===== src/rtl/alu_arb_pkg.sv =====
// Shared definitions for the two-requester ALU arbiter: ALU ctrl codes,
// legal-code check and controller state encoding.
package alu_arb_pkg;

    localparam logic [3:0] ALU_AND = 4'b0000;
    localparam logic [3:0] ALU_OR  = 4'b0001;
    localparam logic [3:0] ALU_ADD = 4'b0010;
    localparam logic [3:0] ALU_SUB = 4'b0110;
    localparam logic [3:0] ALU_SLT = 4'b0111;

    typedef enum logic [1:0] {
        IDLE,
        ISSUE,
        RESP
    } state_t;

    function automatic logic is_legal(input logic [3:0] ctrl);
        return (ctrl == ALU_AND) || (ctrl == ALU_OR) || (ctrl == ALU_ADD) ||
               (ctrl == ALU_SUB) || (ctrl == ALU_SLT);
    endfunction

endpackage


===== src/rtl/alu_arb_rr.sv =====
// Two-way round-robin picker: a lone valid always wins; on a tie the
// requester that was not granted last wins. Purely combinational.
module alu_arb_rr (
    input  logic [1:0] valid,
    input  logic       last_gnt,
    output logic [1:0] grant
);

    always_comb begin
        grant    = '0;
        grant[0] = valid[0] & (~valid[1] | last_gnt);
        grant[1] = valid[1] & (~valid[0] | ~last_gnt);
    end

endmodule


===== src/rtl/alu_arbiter.sv =====
// Shares one combinational ALU between two requesters (IDLE->ISSUE->RESP).
// Optional per-requester accept counters when ALU_ARB_STATS_EN is defined.
module alu_arbiter
    import alu_arb_pkg::*;
(
    input  logic        clk_i,
    input  logic        rst_n,
    input  logic        req0_valid_i,
    output logic        req0_ready_o,
    input  logic [3:0]  req0_ctrl_i,
    input  logic [31:0] req0_src1_i,
    input  logic [31:0] req0_src2_i,
    input  logic        req1_valid_i,
    output logic        req1_ready_o,
    input  logic [3:0]  req1_ctrl_i,
    input  logic [31:0] req1_src1_i,
    input  logic [31:0] req1_src2_i,
    output logic [31:0] alu_src1_o,
    output logic [31:0] alu_src2_o,
    output logic [3:0]  alu_ctrl_o,
    input  logic [31:0] alu_result_i,
    input  logic        alu_zero_i,
    output logic        rsp_valid_o,
    input  logic        rsp_ready_i,
    output logic        rsp_id_o,
    output logic [31:0] rsp_result_o,
    output logic        rsp_zero_o,
    output logic        rsp_illegal_o
`ifdef ALU_ARB_STATS_EN
    ,
    output logic [15:0] stat0_o,
    output logic [15:0] stat1_o
`endif
);

    state_t     state;
    logic       last_gnt;
    logic       op_id;
    logic [1:0] grant;
    logic       accept;

    alu_arb_rr u_rr (
        .valid    ({req1_valid_i, req0_valid_i}),
        .last_gnt (last_gnt),
        .grant    (grant)
    );

    // Readies are gated by reset so nothing looks accepted while held in reset.
    assign accept       = rst_n && (state == IDLE) && (grant != '0);
    assign req0_ready_o = accept && grant[0];
    assign req1_ready_o = accept && grant[1];

    always_ff @(posedge clk_i or negedge rst_n) begin
        if (!rst_n) begin
            state         <= IDLE;
            last_gnt      <= 1'b1;
            op_id         <= 1'b0;
            alu_ctrl_o    <= '0;
            alu_src1_o    <= '0;
            alu_src2_o    <= '0;
            rsp_valid_o   <= 1'b0;
            rsp_id_o      <= 1'b0;
            rsp_result_o  <= '0;
            rsp_zero_o    <= 1'b0;
            rsp_illegal_o <= 1'b0;
        end else begin
            case (state)
                IDLE: begin
                    if (accept) begin
                        op_id      <= grant[1];
                        alu_ctrl_o <= grant[1] ? req1_ctrl_i : req0_ctrl_i;
                        alu_src1_o <= grant[1] ? req1_src1_i : req0_src1_i;
                        alu_src2_o <= grant[1] ? req1_src2_i : req0_src2_i;
                        state      <= ISSUE;
                    end
                end
                ISSUE: begin
                    rsp_id_o    <= op_id;
                    rsp_valid_o <= 1'b1;
                    if (is_legal(alu_ctrl_o)) begin
                        rsp_result_o  <= alu_result_i;
                        rsp_zero_o    <= alu_zero_i;
                        rsp_illegal_o <= 1'b0;
                    end else begin
                        rsp_result_o  <= '0;
                        rsp_zero_o    <= 1'b1;
                        rsp_illegal_o <= 1'b1;
                    end
                    state <= RESP;
                end
                RESP: begin
                    if (rsp_ready_i) begin
                        rsp_valid_o <= 1'b0;
                        last_gnt    <= rsp_id_o;
                        state       <= IDLE;
                    end
                end
                default: state <= IDLE;
            endcase
        end
    end

`ifdef ALU_ARB_STATS_EN
    always_ff @(posedge clk_i or negedge rst_n) begin
        if (!rst_n) begin
            stat0_o <= '0;
            stat1_o <= '0;
        end else begin
            if (req0_ready_o && (stat0_o != '1)) stat0_o <= stat0_o + 16'd1;
            if (req1_ready_o && (stat1_o != '1)) stat1_o <= stat1_o + 16'd1;
        end
    end
`endif

endmodule


===== config.mk =====
export PLATFORM = sky130hd
export DESIGN_NAME = alu_arbiter
export DESIGN_NICKNAME = d
export VERILOG_FILES = /design/src/rtl/alu_arb_pkg.sv /design/src/rtl/alu_arb_rr.sv /design/src/rtl/alu_arbiter.sv
export SDC_FILE = /design/constraint.sdc
export NUM_CORES = 1
export LEC_CHECK = 0
export CAP_MARGIN = 20
export CORE_AREA = 2 2 110 112
export DETAILED_ROUTE_END_ITERATION = 10
export DIE_AREA = 0 0 112 114
export DONT_BUFFER_PORTS = 1
export GPL_TIMING_DRIVEN = 1
export RECOVER_POWER = 25
export SLEW_MARGIN = 20
export SYNTH_ARGS = -nofsm -noshare
export SYNTH_HDL_FRONTEND = slang
export SYNTH_SLANG_ARGS = --single-unit
export TNS_END_PERCENT = 5

===== constraint.sdc =====
create_clock -name clk_i -period 2.1 [get_ports clk_i]
set_input_delay 0.63 -clock clk_i [delete_from_list [all_inputs] [get_ports clk_i]]
set_output_delay 0.63 -clock clk_i [all_outputs]
set_load 0.01 [all_outputs]

==> run_results.csv <==
group,metric,value,unit
outcome,run_status,"complete, but fails checks",
outcome,violations,"negative hold slack",
clock_network,htreeDepth,3,
finish,multiInputGateArea,1690,sq um
clock_network,root_buffer,"clkbuf_16",
yosys,synth_nets,526,
sta,maxSlewViolCount,0,
sta,fin_worst_skew,0.00967,ns
die,die_x,112,microns
route,num_vias,3231,
setup_path,worstPathRequired,1.47,ns
route,drt_iter0_drc,217,
setup_path,path_max_fanout,10,
yosys,yosysTopAreaCellShare,58.3,%
finish,stdcell_count,484,
finish,layout_commonest_cell,"dfrtp_1",
sta,post-route-period-util,95.8,%
sta,whs,-0.0210,ns
setup_path,critPathArrivalTime,1.38,ns
yosys,yosys.area.top_type,"dfrtp_1",
placement,hpwl,8.62,mm
power,powerDensity,1510,nW/um^2
die,row_count,40,
setup_path,endpoint,"req1_ready_o",
setup_path,crit_type,"reg -> out",
clock_network,clock_latency,0.34,ns
power,peakVddDrop,587,uV
placement,dp.cells,464,
route,wl_per_cell,25.6,microns
sta,relSlewSlack,36.8,%
die,dieArea,12800,sq um
placement,placed_area,4690,sq um
global_routing,antenna_found_initial,2,
global_routing,grt-ovfl-total,0,
finish,final_cell_area,5020,sq um
finish,utilization,42.9,%
global_routing,grt_pass1_wl,18.4,mm
setup_path,rr_worst_depth,4,
setup_path,r2r_end,"alu_src1_o[7]",
yosys,synth_area_per_cell,13.1,sq um
placement,gp_congestion,0.776,
route,drt-pass1-iter-count,4,
job,max_cap_violations,0,
yosys,synth_area,4600,sq um
sta,finalCriticalPeriod,2.01,ns
sta,timing.final.hold_violations,107,
placement,io_buffers,0,
setup_path,reg2reg_slack,0.38,ns
yosys,synth_cell_types,26,
clock_network,tritoncts,"yes",
setup_path,r2r_start,"last_gnt",
min_path,hold_class,"in -> async",
global_routing,grt_pass1_vias,3161,
clock_network,cts_buffer_depth,2,
die,initial_core_util,39.2,%
sta,tightest_slew,0.946,ns
yosys,synth_warnings,0,
finish,nNetsFinal,504,
setup_path,cp-end-kind,"output pin",
yosys,synth_seq_cells,108,
finish,fillerInstances,1080,
finish,seq_area,2710,sq um
sta,timing.fmax,0.497,GHz
route,viasPerCell,6.68,
route,wirelength,12.4,mm
setup_path,cp-start-kind,"flop",
finish,drive_above_1_share,11.6,%
route,drc,0,
global_routing,grt_max_degree,111,
clock_network,cts.clk_slew.worst_paths,0.07,ns
yosys,synth-seq-area-share,58.8,%
sta,rsz0062_at_grt,"false",
sta,finalSetupViolations,0,
setup_path,startpoint,"last_gnt",
yosys,synth_cells,352,
finish,layout_common_cells,"106 x dfrtp_1, 68 x o32ai_1, 68 x a2bb2oi_1, 32 x a22o_1, 11 x buf_4",
global_routing,grt.total_usage,18.5,%
die,fp.dieH,114,microns
clock_network,cts_sinks,108,
clock_network,numCtsBuffers,9,
power,leakage,1.98,nW
yosys,synthTopCellsByArea,"dfrtp_1 58%, a2bb2oi_1 13%, o32ai_1 13%",
die,io_pins,280,
die,coreArea,11700,sq um
route,ant_nets,0,
finish,syn_to_final_growth,9.23,%
-- worst min-delay path by stage --
stage	startpoint	end	slack [ns]	cells past startpoint
after floorplan	rst_n	alu_ctrl_o[0]	0.33	0
after global placement	rst_n	rsp_result_o[24]	0.34	0
after detailed placement	rst_n	rsp_result_o[25]	0.34	0
after CTS	rst_n	alu_src1_o[28]	-0.03	0
after global routing	rst_n	rsp_result_o[29]	-0.04	0
final	rst_n	rsp_result_o[25]	-0.02	0
-- per-stage QoR --
| stage | power, mW | setup slack (ns) | hold WS, ns | TNS (ns) |
|---|---|---|---|---|
| floorplan | 5.41 | -0.00459 | 0.334 | -0.00459 |
| global placement | 5.87 | 0.214 | 0.338 | 0 |
| detailed placement | 5.94 | 0.106 | 0.337 | 0 |
| CTS | 7.65 | 0.0274 | -0.0349 | 0 |
| global route | 8.02 | 0.0301 | -0.0423 | 0 |
| finish | 7.59 | 0.0874 | -0.0210 | 0 |
-- state kept, by name (all words and copies together) (netlist names) --
signal,count
rsp_id_o,1
alu_src1_o,32
op_id,1
rsp_result_o,32
rsp_illegal_o,1
last_gnt,1
alu_src2_o,32
state,2
rsp_zero_o,1
alu_ctrl_o,4
rsp_valid_o,1
-- power breakdown --
part	leakage, nW	switching (mW)	internal [mW]
Sequential	1.26	1.19	2.99
Clock	0.146	0.759	0.932
Combinational	0.574	0.753	0.958
Total	1.98	2.71	4.88
-- cell type report --
cell class	count	share of cell area, %
timing repair buffer	13	2.44
multi-input combinational	194	33.6
clock buffer	9	4.49
antenna	2	0.0997
tap	147	3.66
clock inverter	7	1.47
inverter	4	0.299
sequential	108	53.9
-- kinds of logic (layout without fill, tap and decap cells) --
logic type             after synthesis  after routing  synth area share (%)
AO/OA/AOI/OAI                      177            177                  33.7
buffers and inverters               50             33                  5.20
flip-flops                         108            108                  58.8
multiplexers                         1              1                 0.245
other                                0              2                     0
AND/OR/NAND/NOR                     16             16                  2.07
-- Yosys cell counts, drive strengths merged --
cell type  number
o32ai          68
nand2b          2
inv             4
mux2            1
a2bb2oi        68
and3b           1
nand3b          1
a21bo           1
a2111oi         1
and2            1
a22o           32
nor4b           1
a21oi           5
o21ai           1
nor2b           2
dfrtp         107
nor3b           1
nand2           4
nor2            3
o21a            1
buf            17
clkbuf         29
dfstp           1
-- timing repair --
item,in CTS,in global routing
gates resized for setup,1,1
hold endpoints to repair,107,107
setup buffers,0,2
setup endpoints to repair,1,1
pin swaps,0,0
cloned,0,0
-- routing by layer --
| metal | up-vias | share of wire (%) | global-route usage [%] | wire length, microns |
|---|---|---|---|---|
| met5 | - | 0 | 0 | 0 |
| met4 | 0 | 2.5 | 8.13 | 313 |
| met3 | 20 | 11 | 8.50 | 1320 |
| met2 | 198 | 48 | 29.5 | 6000 |
| met1 | 1607 | 38 | 21.7 | 4750 |
| li1 | 1406 | - | - | - |
-- worst max-delay path: stages, from the launching register on --
cell,delay [ns]
dfstp_2,0.40
a21bo_4,0.27
nor4b_4,0.37
Power figures use the tool's default switching activity.
